==> src/rtl/rf_wb_arbiter_pkg.sv <==
// Shared types and constants for the register-file writeback arbiter.
// Register id and word types are reused by the register file and its writeback sources.
package rf_wb_arbiter_pkg;

    localparam int WB_NREQ = 2;
    localparam int REGID_W = 5;
    localparam int WORD_W  = 32;
    localparam int CNT_W   = 16;

    typedef logic [REGID_W-1:0] regid_t;
    typedef logic [WORD_W-1:0]  word_t;

    typedef struct packed {
        logic   valid;
        regid_t addr;
        word_t  data;
    } wb_stage_t;

    function automatic int ptr_width(input int n);
        return (n > 1) ? $clog2(n) : 1;
    endfunction

    function automatic int rr_next(input int idx, input int n);
        return (idx + 1 >= n) ? 0 : idx + 1;
    endfunction

endpackage

==> src/rtl/rf_wb_arbiter_if.sv <==
// Writeback bus: requester handshake, register-file write port and forwarding ports.
// The arbiter sits on the slave side; sources, register file and readers on the master side.
interface rf_wb_arbiter_if
    import rf_wb_arbiter_pkg::*;
#(
    parameter int NREQ = WB_NREQ
);

    logic                  stall;
    logic   [NREQ-1:0]     req_valid;
    regid_t [NREQ-1:0]     req_addr;
    word_t  [NREQ-1:0]     req_data;
    logic   [NREQ-1:0]     req_ready;

    logic                  w_enable;
    regid_t                w_addr;
    word_t                 w_data;

    regid_t                fwd1_addr;
    regid_t                fwd2_addr;
    logic                  fwd1_hit;
    logic                  fwd2_hit;
    word_t                 fwd1_data;
    word_t                 fwd2_data;

    modport slave (
        input  stall,
        input  req_valid,
        input  req_addr,
        input  req_data,
        output req_ready,
        output w_enable,
        output w_addr,
        output w_data,
        input  fwd1_addr,
        input  fwd2_addr,
        output fwd1_hit,
        output fwd2_hit,
        output fwd1_data,
        output fwd2_data
    );

    modport master (
        output stall,
        output req_valid,
        output req_addr,
        output req_data,
        input  req_ready,
        input  w_enable,
        input  w_addr,
        input  w_data,
        output fwd1_addr,
        output fwd2_addr,
        input  fwd1_hit,
        input  fwd2_hit,
        input  fwd1_data,
        input  fwd2_data
    );

endinterface

==> src/rtl/rf_wb_arbiter_rr_arbiter.sv <==
// Combinational round-robin arbiter: grants the first request at or above i_ptr, wrapping.
// Generic so other shared resources can reuse it.
module rr_arbiter #(
    parameter  int N = 2,
    localparam int W = (N > 1) ? $clog2(N) : 1
) (
    input  logic [N-1:0] i_req,
    input  logic [W-1:0] i_ptr,
    input  logic         i_en,
    output logic [N-1:0] o_gnt,
    output logic [W-1:0] o_gnt_idx
);

    logic w_found;

    // Two passes: the upper segment [ptr, N) has priority over the wrapped segment [0, ptr).
    always_comb begin
        o_gnt     = '0;
        o_gnt_idx = '0;
        w_found   = 1'b0;
        if (i_en) begin
            for (int i = 0; i < N; i++) begin
                if (!w_found && i_req[i] && (i >= int'(i_ptr))) begin
                    o_gnt[i]  = 1'b1;
                    o_gnt_idx = W'(i);
                    w_found   = 1'b1;
                end
            end
            for (int i = 0; i < N; i++) begin
                if (!w_found && i_req[i] && (i < int'(i_ptr))) begin
                    o_gnt[i]  = 1'b1;
                    o_gnt_idx = W'(i);
                    w_found   = 1'b1;
                end
            end
        end
    end

endmodule

==> src/rtl/rf_wb_arbiter.sv <==
// Single write-port arbiter for the register file: round-robin grant, one registered
// write stage, x0 drop, two forwarding compares and a saturating contention counter.
module rf_wb_arbiter
    import rf_wb_arbiter_pkg::*;
#(
    parameter int NREQ    = WB_NREQ,
    parameter bit DROP_X0 = 1'b1
) (
    input  logic                 i_clk,
    input  logic                 i_rst,
    rf_wb_arbiter_if.slave       wb,
    output logic [CNT_W-1:0]     o_conflict_cnt
);

    localparam int PW = ptr_width(NREQ);

    logic [PW-1:0]    r_rr_ptr;
    wb_stage_t        r_stage;
    logic [CNT_W-1:0] r_conflict_cnt;

    logic [NREQ-1:0]  w_gnt;
    logic [PW-1:0]    w_gnt_idx;
    logic             w_arb_en;
    logic             w_xfer;
    logic             w_multi;
    regid_t           w_sel_addr;
    word_t            w_sel_data;

    // Reset gates the grant so no requester completes a transfer that the reset would discard.
    assign w_arb_en = ~wb.stall & ~i_rst;

    rr_arbiter #(
        .N (NREQ)
    ) u_arb (
        .i_req     (wb.req_valid),
        .i_ptr     (r_rr_ptr),
        .i_en      (w_arb_en),
        .o_gnt     (w_gnt),
        .o_gnt_idx (w_gnt_idx)
    );

    assign wb.req_ready = w_gnt;
    assign w_xfer       = |w_gnt;
    assign w_sel_addr   = wb.req_addr[w_gnt_idx];
    assign w_sel_data   = wb.req_data[w_gnt_idx];

    // Two or more bits set: clearing the lowest set bit leaves something behind.
    assign w_multi = |(wb.req_valid & (wb.req_valid - NREQ'(1)));

    always_ff @(posedge i_clk or posedge i_rst) begin
        if (i_rst) begin
            r_rr_ptr <= '0;
        end else if (w_xfer) begin
            r_rr_ptr <= PW'(rr_next(int'(w_gnt_idx), NREQ));
        end
    end

    always_ff @(posedge i_clk or posedge i_rst) begin
        if (i_rst) begin
            r_stage <= '0;
        end else if (w_xfer) begin
            r_stage.valid <= !(DROP_X0 && (w_sel_addr == '0));
            r_stage.addr  <= w_sel_addr;
            r_stage.data  <= w_sel_data;
        end else begin
            r_stage.valid <= 1'b0;
        end
    end

    always_ff @(posedge i_clk or posedge i_rst) begin
        if (i_rst) begin
            r_conflict_cnt <= '0;
        end else if (w_multi && !wb.stall && (r_conflict_cnt != '1)) begin
            r_conflict_cnt <= r_conflict_cnt + CNT_W'(1);
        end
    end

    assign wb.w_enable = r_stage.valid;
    assign wb.w_addr   = r_stage.addr;
    assign wb.w_data   = r_stage.data;

    assign wb.fwd1_hit  = r_stage.valid && (r_stage.addr == wb.fwd1_addr);
    assign wb.fwd2_hit  = r_stage.valid && (r_stage.addr == wb.fwd2_addr);
    assign wb.fwd1_data = wb.fwd1_hit ? r_stage.data : '0;
    assign wb.fwd2_data = wb.fwd2_hit ? r_stage.data : '0;

    assign o_conflict_cnt = r_conflict_cnt;

endmodule
==> src/flat_wrapper.sv <==
// flat-port wrapper written by rule: the top's interface ports become plain ports
module rf_wb_arbiter_flat import rf_wb_arbiter_pkg::*;
#(
    parameter int NREQ    = WB_NREQ,
    parameter bit DROP_X0 = 1'b1
)
  (i_clk, i_rst, o_conflict_cnt, wb_stall, wb_req_valid, wb_req_addr, wb_req_data, wb_req_ready, wb_w_enable, wb_w_addr, wb_w_data, wb_fwd1_addr, wb_fwd2_addr, wb_fwd1_hit, wb_fwd2_hit, wb_fwd1_data, wb_fwd2_data);
  rf_wb_arbiter_if #(.NREQ(NREQ)) wb_i ();
  input  logic i_clk;
  input  logic i_rst;
  output logic [CNT_W-1:0] o_conflict_cnt;
  input wire logic [$bits(wb_i.stall)-1:0] wb_stall;
  input wire logic [$bits(wb_i.req_valid)-1:0] wb_req_valid;
  input wire logic [$bits(wb_i.req_addr)-1:0] wb_req_addr;
  input wire logic [$bits(wb_i.req_data)-1:0] wb_req_data;
  output wire logic [$bits(wb_i.req_ready)-1:0] wb_req_ready;
  output wire logic [$bits(wb_i.w_enable)-1:0] wb_w_enable;
  output wire logic [$bits(wb_i.w_addr)-1:0] wb_w_addr;
  output wire logic [$bits(wb_i.w_data)-1:0] wb_w_data;
  input wire logic [$bits(wb_i.fwd1_addr)-1:0] wb_fwd1_addr;
  input wire logic [$bits(wb_i.fwd2_addr)-1:0] wb_fwd2_addr;
  output wire logic [$bits(wb_i.fwd1_hit)-1:0] wb_fwd1_hit;
  output wire logic [$bits(wb_i.fwd2_hit)-1:0] wb_fwd2_hit;
  output wire logic [$bits(wb_i.fwd1_data)-1:0] wb_fwd1_data;
  output wire logic [$bits(wb_i.fwd2_data)-1:0] wb_fwd2_data;
  assign wb_i.stall = wb_stall;
  assign wb_i.req_valid = wb_req_valid;
  assign wb_i.req_addr = wb_req_addr;
  assign wb_i.req_data = wb_req_data;
  assign wb_req_ready = wb_i.req_ready;
  assign wb_w_enable = wb_i.w_enable;
  assign wb_w_addr = wb_i.w_addr;
  assign wb_w_data = wb_i.w_data;
  assign wb_i.fwd1_addr = wb_fwd1_addr;
  assign wb_i.fwd2_addr = wb_fwd2_addr;
  assign wb_fwd1_hit = wb_i.fwd1_hit;
  assign wb_fwd2_hit = wb_i.fwd2_hit;
  assign wb_fwd1_data = wb_i.fwd1_data;
  assign wb_fwd2_data = wb_i.fwd2_data;
  rf_wb_arbiter #(.NREQ(NREQ), .DROP_X0(DROP_X0)) u_core (.i_clk(i_clk), .i_rst(i_rst), .wb(wb_i), .o_conflict_cnt(o_conflict_cnt));
endmodule
==> config.mk <==
export PLATFORM = sky130hd
export DESIGN_NAME = rf_wb_arbiter_flat
export DESIGN_NICKNAME = d
export VERILOG_FILES = /design/src/rtl/rf_wb_arbiter_pkg.sv /design/src/rtl/rf_wb_arbiter_if.sv /design/src/rtl/rf_wb_arbiter_rr_arbiter.sv /design/src/rtl/rf_wb_arbiter.sv /design/src/flat_wrapper.sv
export SDC_FILE = /design/constraint.sdc
export NUM_CORES = 1
export LEC_CHECK = 0
export BUFFER_PORTS_ARGS = -buffer_cell sky130_fd_sc_hd__buf_2
export CORE_MARGIN = 1.5
export CORE_UTILIZATION = 45
export CTS_CLUSTER_DIAMETER = 150
export DETAILED_ROUTE_END_ITERATION = 6
export PLACE_DENSITY = 0.86
export SYNTH_ARGS = -nofsm -noshare
export SYNTH_HDL_FRONTEND = slang
export SYNTH_SLANG_ARGS = --single-unit
export TNS_END_PERCENT = 50
==> constraint.sdc <==
create_clock -name i_clk -period 3.04 [get_ports i_clk]
set_input_delay 0.456 -clock i_clk [delete_from_list [all_inputs] [get_ports i_clk]]
set_output_delay 0.456 -clock i_clk [all_outputs]
set_load 0.03 [all_outputs]
== Word level (Yosys, flattened, before mapping) ==
Cells that the tools add are included.

* Bits in registers: 55
* Output and inout port bits: 122
* Word-level logic and storage cells: 51

* Equality and inequality tests: 3
* Reduce and logical (&&, ||, !) cells: 15
* Order comparisons: 4
* Muxes and demuxes: 17
* Bitwise operators: 4
* Add/subtract/negate cells: 3

{| class="wikitable"
|+ Operators by type and width
! operator !! count
|-
| 32-bit 2-to-1 mux || 4
|-
| 16-bit by 1-bit adder with 16-bit output (second input constant) || 1
|-
| 16-bit != test (second input constant) || 1
|-
| 5-bit == test || 2
|-
| 1-bit 2-to-1 mux || 10
|-
| 5-bit 2-to-1 mux || 2
|-
| 1-bit logical AND || 8
|-
| 5-bit zero test || 1
|-
| 1-bit zero test || 4
|-
| 2-bit OR reduction || 2
|-
| 1-bit by 1-bit adder with 2-bit output (second input constant) || 1
|-
| 2-bit bitwise AND || 1
|-
| 2-bit >= comparator (second input constant) || 1
|-
| 1-bit by 2-bit less-than comparator with 1-bit output (second input constant) || 1
|-
| 2-bit 2-to-1 mux || 1
|-
| 1-bit NOT || 2
|-
| 2-bit by 1-bit subtractor with 2-bit output (second input constant) || 1
|-
| 1-bit bitwise AND || 1
|-
| 1-bit >= comparator (first input constant) || 1
|-
| 1-bit less-than comparator (first input constant) || 1
|}

== Logic depth before layout (Yosys ltp) ==
Gate-level depths: netlist of the first run.

* Word-level depth: 18
* Gate-level depth with buffers: 6
* Depth with buffers taken out: 5

== Hierarchy ==
A second synthesis of the first run with hierarchy kept.

* Cells, all modules: 338
* Area, all modules: 3,186.8 µm²

{| class="wikitable"
|+ Modules (own cells, without submodules)
! module !! seq. area each (µm²) !! instances !! area each (µm²) !! cells each
|-
| rf_wb_arbiter || 1,376.3 || 1 || 3,160.5 || 332
|-
| rr_arbiter || 0.0 || 1 || 26.3 || 6
|}

== Least setup slack after synthesis of the first run ==
OpenSTA, ideal clock, no wires.

* Path type: register to output
* From: reg u_core.r_stage (netlist bit u_core.wb.w_addr[2])
* To: out wb_fwd1_data[22]
* Path buffers: 1
* Path slack: 0.817 ns
* Data arrival time: 1.767 ns
* Stages on the path, launching flop included: 6
* Required time: 2.584 ns
* Cells stage by stage: dfrtp_1 xor2_1 nor4_1 and3_1 buf_2 and2_1

* Longest elaborated chain between the ends: 3

{| class="wikitable"
|+ RTL lines
! element !! RTL line !! source
|-
| from (decl) || rf_wb_arbiter.sv:18 || <nowiki>wb_stage_t r_stage;</nowiki>
|-
| 5-bit == test || rf_wb_arbiter.sv:82 || <nowiki>assign wb.fwd1_hit = r_stage.valid && (r_stage.addr == wb.fwd1_addr);</nowiki>
|-
| 1-bit logical AND || rf_wb_arbiter.sv:82 ||
|-
| via wb_fwd1_hit || flat_wrapper.sv:22 || <nowiki>output wire logic [$bits(wb_i.fwd1_hit)-1:0] wb_fwd1_hit;</nowiki>
|-
| 32-bit 2-to-1 mux || rf_wb_arbiter.sv:84 || <nowiki>assign wb.fwd1_data = wb.fwd1_hit ? r_stage.data : '0;</nowiki>
|-
| to (decl) || flat_wrapper.sv:24 || <nowiki>output wire logic [$bits(wb_i.fwd1_data)-1:0] wb_fwd1_data;</nowiki>
|}

The timed path passes the listed nets, and every way through them passes these cells.

== Final worst setup path of the first run ==
* From: reg u_core.r_stage (netlist bit u_core.wb.w_addr[2])
* To: out wb_fwd2_data[3]

* Longest elaborated chain between the ends: 3

{| class="wikitable"
|+ RTL lines
! element !! RTL line !! source
|-
| 5-bit == test || rf_wb_arbiter.sv:83 || <nowiki>assign wb.fwd2_hit = r_stage.valid && (r_stage.addr == wb.fwd2_addr);</nowiki>
|-
| 1-bit logical AND || rf_wb_arbiter.sv:83 ||
|-
| 32-bit 2-to-1 mux || rf_wb_arbiter.sv:85 || <nowiki>assign wb.fwd2_data = wb.fwd2_hit ? r_stage.data : '0;</nowiki>
|-
| to (decl) || flat_wrapper.sv:25 || <nowiki>output wire logic [$bits(wb_i.fwd2_data)-1:0] wb_fwd2_data;</nowiki>
|}

Every way passes these cells.

==> impl_metrics.tcl, run 1 <==
set metrics [dict create \
    status "completed" \
    final_hold_viol_count 0 \
    multi_input_area_um2 1630 \
    netlist_instances 295 \
    synth-main-ff-cell "dfrtp_1" \
    first_pass_iters 4 \
    clock_skew_ns 0.00779 \
    gp_congestion 0.912 \
    worst-endpoint-arrival_ns 2.02 \
    cts_tree "done" \
    period_minus_slack_ns 2.48 \
    combinationalPowerShare_pct 35.6 \
    cts_buffers 5 \
    insertion_delay_ns 0.30 \
    io_pins 211 \
    antenna_found_initial 1 \
    cts_root_buf "clkbuf_8" \
    dp_hpwl_um 7150 \
    final_antenna_net_count 0 \
    place_inst 572 \
    yosysUniqueCellTypes 42 \
    initial_core_util_pct 46.2 \
    seq_area_frac_synth_pct 44.3 \
    drv_slew 0 \
    syn_nets 385 \
    max_slew_margin_pct 67.6 \
    clkSlewWorstSetupHoldPaths_ns 0.10 \
    die_w_um 86.1 \
    syn_area_per_cell_um2 10.5 \
    critPathCaptureType "output pin" \
    cts_max_level 2 \
    routedWlPerCell_um 15.8 \
    core.rowCount 30 \
    sw_frac_of_total_pct 38.9 \
    port_buffers 210 \
    ir_drop_mv 0.467 \
    hold_buffers 0 \
    drtIter0Drc 91 \
    cts_resized 0 \
    clockBufferDepth 2 \
    ys_warn_count 0 \
    rsz0062_at_grt "no" \
    syn_area_um2 3110 \
    track_usage_pct 24.1 \
    total_power_mw 2.15 \
    fillCellCount 574 \
    post-cts-setup-buffers 0 \
    p_seq_share_pct 46.5 \
    grt_pass1_vias 2839 \
    tightest_slew_ns 0.485 \
    hp-class "in2async" \
    fin_crit_sh_pct 81.6 \
    clockPowerShare_pct 17.9 \
    gr-total-overflow 0 \
    fin_cells 581 \
    ys_ff_latch 55 \
    crit_type "reg2out" \
    viasPerCell 5.28 \
    grt_max_degree 44 \
    final.setup.tns_ns 0 \
    vias 3069 \
    syn_to_final_growth_pct 38.6 \
    regArea_um2 1380 \
    wl_um 9190 \
    die_h_um 86.1 \
    synth-async-reset-ratio_pct 100 \
    setup_viol 0 \
    maxCapViolations 0 \
    synth_edf_count 0 \
    reg2reg_depth 5 \
    required_ns 2.58 \
    power_density_nw_per_um2 501 \
    clock_sinks 55 \
    drc 0 \
    p_leak_nw 2.54 \
    max_freq_mhz 403 \
    cp_max_fo 33 \
    cp-start-kind "flop" \
    grt_pass1_wl_um 14200 \
    core_um2 6720 \
    p_switching_mw 0.838 \
    dieArea_um2 7410 \
    nNetsFinal 589 \
    drive_above_1_share_pct 48.2 \
    internal_power_mw 1.32 \
]
-- cells in the final DEF (no fill, tap or decap), types with 5 or more instances in the layout --
cell	synthesis	final
o21ai_1	5	5
a21o_1	32	32
clkbuf_8	0	5
mux2i_1	5	5
buf_4	2	7
buf_2	15	210
xnor2_1	15	15
nand2_1	7	7
dfrtp_1	55	55
a22o_1	32	32
and2_1	65	65
o211ai_1	5	5
xor2_1	8	8
-- worst max-delay path: stages, from the launching register on --
cell and delay, ns:
dfrtp_1 0.44, xor2_1 0.18, nor4_1 0.28, and3_1 0.20, buf_4 0.26, and2_1 0.16
buf_2 0.19
-- final timing paths --
path | slack, ns | start | end
hold reg to reg | 0.50 | u_core.r_rr_ptr$_DFFE_PP0P_ | u_core.r_rr_ptr$_DFFE_PP0P_
min in group i_clk | 0.35 | wb_req_data[2] | u_core.wb.w_data[2]$_DFFE_PP0P_
max in group asynchronous | 2.07 | i_rst | u_core.r_rr_ptr$_DFFE_PP0P_
hold / removal | 0.18 | i_rst | u_core.o_conflict_cnt[6]$_DFFE_PP0P_
setup reg to reg | 1.24 | u_core.o_conflict_cnt[0]$_DFFE_PP0P_ | u_core.o_conflict_cnt[1]$_DFFE_PP0P_
setup / recovery | 0.56 | u_core.wb.w_addr[2]$_DFFE_PP0P_ | wb_fwd2_data[3]
-- flip-flops by register name, indices dropped and copies added, names as in the netlist --
name	cells
u_core.wb.w_data	32
u_core.o_conflict_cnt	16
u_core.wb.w_addr	5
u_core.r_rr_ptr	1
u_core.wb.w_enable	1
-- cell families after synthesis --
| group | Yosys count | share of synthesized area, % |
|---|---|---|
| compound gates | 84 | 21.2 |
| xor+xnor | 23 | 6.49 |
| fa+ha+maj | 1 | 0.403 |
| buf+inv | 21 | 3.38 |
| flops | 55 | 44.3 |
| mux | 7 | 2.46 |
| simple gates | 104 | 21.8 |
-- cell usage after synthesis, types with 2 or more instances --
library cell  count  area, um^2
a21o_1           32         240
a21oi_1           2        10.0
a22o_1           32         280
and2_1           65         407
and2_2            2        15.0
and3_1            5        31.3
and4_1            2        17.5
and4_4            2        22.5
buf_2            15        75.1
buf_4             2        15.0
clkbuf_1          3        11.3
dfrtp_1          55        1380
mux2i_1           5        50.1
nand2_1           7        26.3
nand3_1           2        10.0
nand4_1           3        18.8
nor2_1            2        7.51
nor2_2            2        12.5
nor4_1            2        12.5
o2111ai_1         2        17.5
o211ai_1          5        37.5
o21ai_1           5        25.0
o21ai_2           2        17.5
or4_1             2        15.0
xnor2_1          15         131
xor2_1            8        70.1
-- per-stage QoR --
step	worst slack, ns	hold WS (ns)	utilization, %	area, um^2
finish	0.559	0.179	64.1	4300
global route	0.418	0.211	64.1	4300
CTS	0.558	0.187	64.0	4300
detailed placement	0.790	0.490	62.8	4220
global placement	0.873	0.457	62.8	4220
floorplan	0.817	0.441	-	3110
-- metal layers --
metal / global-route usage (%) / up-vias / share of wire, %
met5: 0 / - / 0
met4: 6.60 / 0 / 1.7
met3: 3.85 / 16 / 5.5
met2: 43.7 / 124 / 54
met1: 29.8 / 1467 / 39
li1: - / 1462 / -
-- area by class of cell --
type,count,share of cell area [%]
Clock inverter,2,0.291
Tap cell,80,2.33
Timing Repair Buffer,217,25.6
Inverter,1,0.0872
Multi-Input combinational cell,219,37.9
Antenna cell,1,0.0581
Sequential cell,55,32.0
Clock buffer,6,1.69
-- power groups by stage --
| stage | Clock, mW | Sequential (mW) | Combinational (mW) |
|---|---|---|---|
| 2_1_floorplan | 0 | 1.22 | 0.271 |
| 3_3_place_gp | 0 | 1.01 | 0.752 |
| 3_5_place_dp | 0 | 1.01 | 0.773 |
| 4_1_cts | 0.399 | 1.00 | 0.774 |
| 5_1_grt | 0.428 | 1.02 | 0.818 |
| 6_report | 0.385 | 1.00 | 0.767 |
No activity file was read; power rests on OpenSTA's default activity.
==> run 2, diff against run 1 <==
- ABC_AREA: unset -> 1
- CORE_UTILIZATION: 45 -> 43
- PLACE_DENSITY: 0.86 -> 0.81
- clock period: 3.04 -> 2.6 ns (I/O delays scaled with it)
==> run 2 against run 1 <==
  * Count of clock-buffer cells in the layout unchanged
  * Cell count increased by 31%
  * Non-clock buffer count increased by 3
  * Combinational power increased by 36%
  * Register-to-register slack got worse by 0.56 ns
  * Wire length increased by 16%
  * Highest routed layer unchanged
  * Sequential cell count unchanged
  * Area after synthesis increased by 5.9%
  * Largest cell class unchanged
==> impl_metrics.tcl, run 2 <==
set metrics [dict create \
    status "completed" \
    syn_area_per_cell_um2 7.17 \
    grt_pass1_vias 3557 \
    io_pins 211 \
    die_w_um 90.5 \
    power_density_nw_per_um2 608 \
    final_hold_viol_count 0 \
    worst-endpoint-arrival_ns 1.88 \
    tightest_slew_ns 0.586 \
    cts_root_buf "clkbuf_8" \
    ir_drop_mv 0.275 \
    ys_ff_latch 55 \
    cts_max_level 2 \
    wl_um 10700 \
    drtIter0Drc 155 \
    rsz0062_at_grt "no" \
    cp-start-kind "flop" \
    setup_viol 0 \
    clock_sinks 55 \
    drv_slew 0 \
    initial_core_util_pct 44.9 \
    syn_nets 549 \
    cpPeakStageDelay_ns 0.45 \
    yosysUniqueCellTypes 29 \
    post-cts-setup-buffers 0 \
    yosysTopAreaCell "dfrtp_1" \
    die_h_um 90.5 \
    cpLargestDelayFamily "simple AND/OR/NAND/NOR gates" \
    insertion_delay_ns 0.31 \
    seq_area_frac_synth_pct 41.8 \
    nNetsFinal 750 \
    final_common_cell "buf_2" \
    syn_area_um2 3290 \
    hp-class "in2async" \
    cts_resized 0 \
    layout_common_cells "210 x buf_2, 115 x nand2_1, 81 x nor2_1" \
    drc 0 \
    path_cells "xor2_1, nor3_1, nand2b_1, buf_4, nor2_1, buf_2" \
    utilization_pct 61.7 \
    dp_hpwl_um 8500 \
    final.setup.tns_ns 0 \
    core.rowCount 31 \
    crit_buf_inv 2 \
    syn_to_final_growth_pct 37.4 \
    port_buffers 210 \
    synth-main-ff-cell "dfrtp_1" \
    critPathCaptureType "output pin" \
    cp_max_fo 33 \
    cpMaxStageDelayCell "dfrtp_1" \
    synth_commonest_cells "116 x nand2_1, 81 x nor2_1, 55 x dfrtp_1" \
    synth_top_cell_area_share_pct 41.8 \
    worst_slack_ns 0.331 \
    gr-total-overflow 0 \
    synth-async-reset-ratio_pct 100 \
    clock_skew_ns 0.00815 \
    max_slew_margin_pct 60.9 \
    netlist_instances 459 \
    pre_cts_slack_ns 0.539 \
    required_ns 2.21 \
    first_pass_iters 4 \
    period_minus_slack_ns 2.27 \
    largest_reg_flops 32 \
    cts_tree "done" \
    drive_above_1_share_pct 36.3 \
    vias 3846 \
    viasPerCell 5.05 \
    synthTopCellsByArea "dfrtp_1 42%, nand2_1 13%, nor2_1 9.2%" \
    crit_type "reg2out" \
    synth_edf_count 0 \
    clockBufferDepth 2 \
    grt_max_degree 47 \
    fillCellCount 702 \
    routedWlPerCell_um 14.1 \
    cts_buffers 5 \
    hold_buffers 0 \
    gp_congestion 0.953 \
    final_antenna_net_count 0 \
    ys_warn_count 0 \
    max_freq_mhz 441 \
    antenna_found_initial 1 \
    hold_slack_ns 0.166 \
    total_power_mw 2.75 \
    maxCapViolations 0 \
    fin_crit_sh_pct 87.3 \
    track_usage_pct 26.0 \
    clkSlewWorstSetupHoldPaths_ns 0.10 \
    dieArea_um2 8180 \
    core_um2 7330 \
    p_leak_nw 2.59 \
    yosysMostFrequentCell "nand2_1" \
    grt_pass1_wl_um 17000 \
]
==> run 2: layout make-up <==
| cell class | instances | area, um^2 | area share, % |
|---|---|---|---|
| flip-flops and latches | 55 | 1380 | 30.4 |
| inverters | 54 | 205 | 4.54 |
| well taps | 99 | 124 | 2.74 |
| multi-input cells | 324 | 1570 | 34.7 |
| diodes | 1 | 2.50 | 0.0554 |
| repair buffers | 220 | 1130 | 24.9 |
| clock inverters | 2 | 35.0 | 0.775 |
| clock buffers | 6 | 82.6 | 1.83 |
==> run 2: metrics by stage <==
stage	instances	instance area, um^2
floorplan	459	3290
global placement	752	4400
detailed placement	752	4400
CTS	760	4520
global route	761	4520
finish	761	4520
==> run 2: cell families after synthesis <==
logic type	share of synthesized area, %
adders and majority gates	0.380
AOI/OAI and AO/OA	9.89
and+or+nand+nor	33.4
buffers and inverters	10.5
DFF	41.8
xor gates and xnor gates	3.99
==> run 2: worst paths after layout <==
path	start	cells after the start	slack, ns	to
setup / recovery	u_core.wb.w_addr[4]$_DFFE_PP0P_	6	0.33	wb_fwd2_data[29]
hold / removal	i_rst	2	0.17	u_core.wb.w_addr[0]$_DFFE_PP0P_
setup reg to reg	u_core.r_rr_ptr$_DFFE_PP0P_	7	0.68	u_core.wb.w_enable$_DFF_PP0_
hold reg to reg	u_core.r_rr_ptr$_DFFE_PP0P_	2	0.55	u_core.r_rr_ptr$_DFFE_PP0P_
max in group asynchronous	i_rst	3	1.80	u_core.wb.w_data[23]$_DFFE_PP0P_
min in group i_clk	wb_req_data[48]	3	0.31	u_core.wb.w_data[16]$_DFFE_PP0P_
==> run 2: report_power, final <==
| part | internal (mW) | switching, mW |
|---|---|---|
| Sequential | 1.00 | 0.126 |
| Combinational | 0.305 | 0.731 |
| Clock | 0.312 | 0.272 |
| Total | 1.62 | 1.13 |
==> run 2: routing by layer <==
layer / vias up / part of all wire [%] / global-route usage, %
li1: 1856 / - / -
met1: 1786 / 38 / 29.2
met2: 175 / 52 / 47.1
met3: 29 / 6.6 / 5.13
met4: 0 / 3.5 / 11.6
met5: - / 0 / 0
==> run 3, diff against run 2 <==
- CORE_UTILIZATION: 43 -> 39
- PLACE_DENSITY: 0.81 -> 0.78
- clock period: 2.6 -> 1.82 ns (I/O delays scaled with it)
==> run 3 against run 2 <==
  * The flow now finishes with violations (setup timing)
  * Clock skew grew 0.0033 ns
  * First-iteration DRC count grew 34%
  * Register-to-register slack lost 0.51 ns
  * Sequential power grew 44%
  * Wire length grew 11%
  * Largest cell class unchanged
==> impl_metrics.tcl, run 3 (synthesis results as in run 2) <==
set metrics [dict create \
    placed_area_um2 4450 \
    power_density_nw_per_um2 794 \
    met2_usage_pct 40.8 \
    routedWlPerCell_um 15.5 \
    use_met3_pct 4.27 \
    gp_congestion 0.887 \
    r2r-end "u_core.wb.w_enable$_DFF_PP0_" \
    nNetsFinal 753 \
    r2r_slack_ns 0.17 \
    cts_max_level 2 \
    r2r-start "u_core.r_rr_ptr$_DFFE_PP0P_" \
    crit_type "reg2out" \
    drc 0 \
    reg2reg_depth 10 \
    drive_above_1_share_pct 41.6 \
    io_pins 211 \
    final_hold_viol_count 0 \
    antenna_found_initial 0 \
    grt_max_degree 75 \
    clkSlewWorstSetupHoldPaths_ns 0.10 \
    viasPerCell 5.21 \
    path_cells "inv_2, o22ai_2, nor3_2, nand2b_4, clkbuf_16, nor2_1, buf_4" \
    violations "setup timing" \
    initial_core_util_pct 40.2 \
    first_pass_iters 6 \
    worst_slack_ns -0.286 \
    critical_path_cell_count 7 \
    gr-total-overflow 0 \
    layout_common_cells "153 x buf_2, 115 x nand2_1, 59 x nor2_1" \
    drv_slew 0 \
    setup_viol 66 \
    clockBufferDepth 2 \
    drtIter0Drc 207 \
    crit_buf_inv 3 \
    vias 4007 \
    cpMaxStageDelayCell "dfrtp_1" \
    largest_reg_flops 32 \
    worst-endpoint-arrival_ns 1.83 \
    die_h_um 94.8 \
    max_freq_mhz 475 \
    dp_hpwl_um 8160 \
    period_minus_slack_ns 2.11 \
    use_met1_pct 28.1 \
    cpPeakStageDelay_ns 0.40 \
    critPathCaptureType "output pin" \
    clock_sinks 55 \
    core_um2 8180 \
    grt_pass1_wl_um 16400 \
    p_leak_nw 2.64 \
    worstSetupEndpoint "wb_fwd2_data[12]" \
    crit_path_start "u_core.wb.w_addr[1]$_DFFE_PP0P_" \
    utilization_pct 61.0 \
    grt_pass1_vias 3472 \
    cp_max_fo 8 \
    max_slew_margin_pct 72.1 \
    hold_buffers 0 \
    cts_tree "done" \
    dieArea_um2 8990 \
    clock_skew_ns 0.0115 \
    wl_um 11900 \
    rsz0062_at_grt "yes" \
    tightest_slew_ns 0.419 \
    insertion_delay_ns 0.31 \
    grt.busiest_layer "met2" \
    final_area_um2 4990 \
    cts_root_buf "clkbuf_8" \
    final_common_cell "buf_2" \
    die_w_um 94.8 \
    ir_drop_mv 0.428 \
    cpLargestDelayFamily "simple AND/OR/NAND/NOR gates" \
    status "finished with violations" \
    required_ns 1.55 \
    cp-start-kind "flop" \
    track_usage_pct 23.0 \
    fin_crit_sh_pct 116 \
    final_antenna_net_count 0 \
    port_buffers 210 \
    cts_buffers 5 \
    total_power_mw 3.96 \
    core.rowCount 33 \
    maxCapViolations 0 \
    n_antenna_cell 0 \
    syn_to_final_growth_pct 51.6 \
    hp-class "in2async" \
]
==> run 3: changes by cell type in the layout (fill, tap and decap cells not counted), sizes merged <==
cell,change
clkinv,-2
bufinv,-1
buf,-4
diode,-1
inv,+1
clkbuf,+9
==> run 3: power breakdown <==
part	switching (mW)	total [mW]	internal, mW
clock	0.381	0.730	0.348
combinational	1.10	1.60	0.495
sequential	0.192	1.63	1.44
total	1.68	3.96	2.28
==> run 3: final cells by class <==
type / count / area [um^2]
inverter: 54 / 208
sequential: 55 / 1380
clock buffer: 8 / 100
timing repair buffer: 223 / 1460
fill: 712 / 3190
multi-input combinational: 324 / 1710
tap: 105 / 131
==> run 3: worst min-delay path by stage <==
stage               cells past startpoint  slack, ns       startpoint                          endpoint
floorplan                               2       0.42  wb_req_data[32]   u_core.wb.w_data[0]$_DFFE_PP0P_
global placement                        3       0.39            i_rst       u_core.r_rr_ptr$_DFFE_PP0P_
detailed placement                      3       0.40            i_rst       u_core.r_rr_ptr$_DFFE_PP0P_
CTS                                     3       0.06            i_rst  u_core.wb.w_data[10]$_DFFE_PP0P_
global route                            3       0.08            i_rst       u_core.r_rr_ptr$_DFFE_PP0P_
finish                                  3       0.06            i_rst  u_core.wb.w_data[10]$_DFFE_PP0P_
==> run 3: metal layers <==
layer  wire [um]  up-vias
met1        4510     1861
met4         405        0
li1            -     1870
met3         864       42
met2        6120      234
met5           0        -
==> run 3: timing repair <==
action	in CTS	in global routing
buffers inserted	0	1
endpoints found under the setup margin	67	81
resized for setup	28	121
pin swaps	0	2
gates cloned	0	3
==> run 3: tightest hold or removal path: stages <==
cell   delay [ns]
buf_2        0.13
inv_2        0.05
buf_4        0.31
==> run 3: metrics by stage <==
step           std cells  hold WS (ns)  TNS, ns  worst slack, ns
2_1_floorplan        459         0.421    -6.49           -0.112
3_3_place_gp         757         0.390        0            0.177
3_5_place_dp         757         0.396        0           0.0998
4_1_cts              765        0.0612   -11.65           -0.196
5_1_grt              769        0.0790   -19.51           -0.369
6_report             769        0.0553   -13.51           -0.286
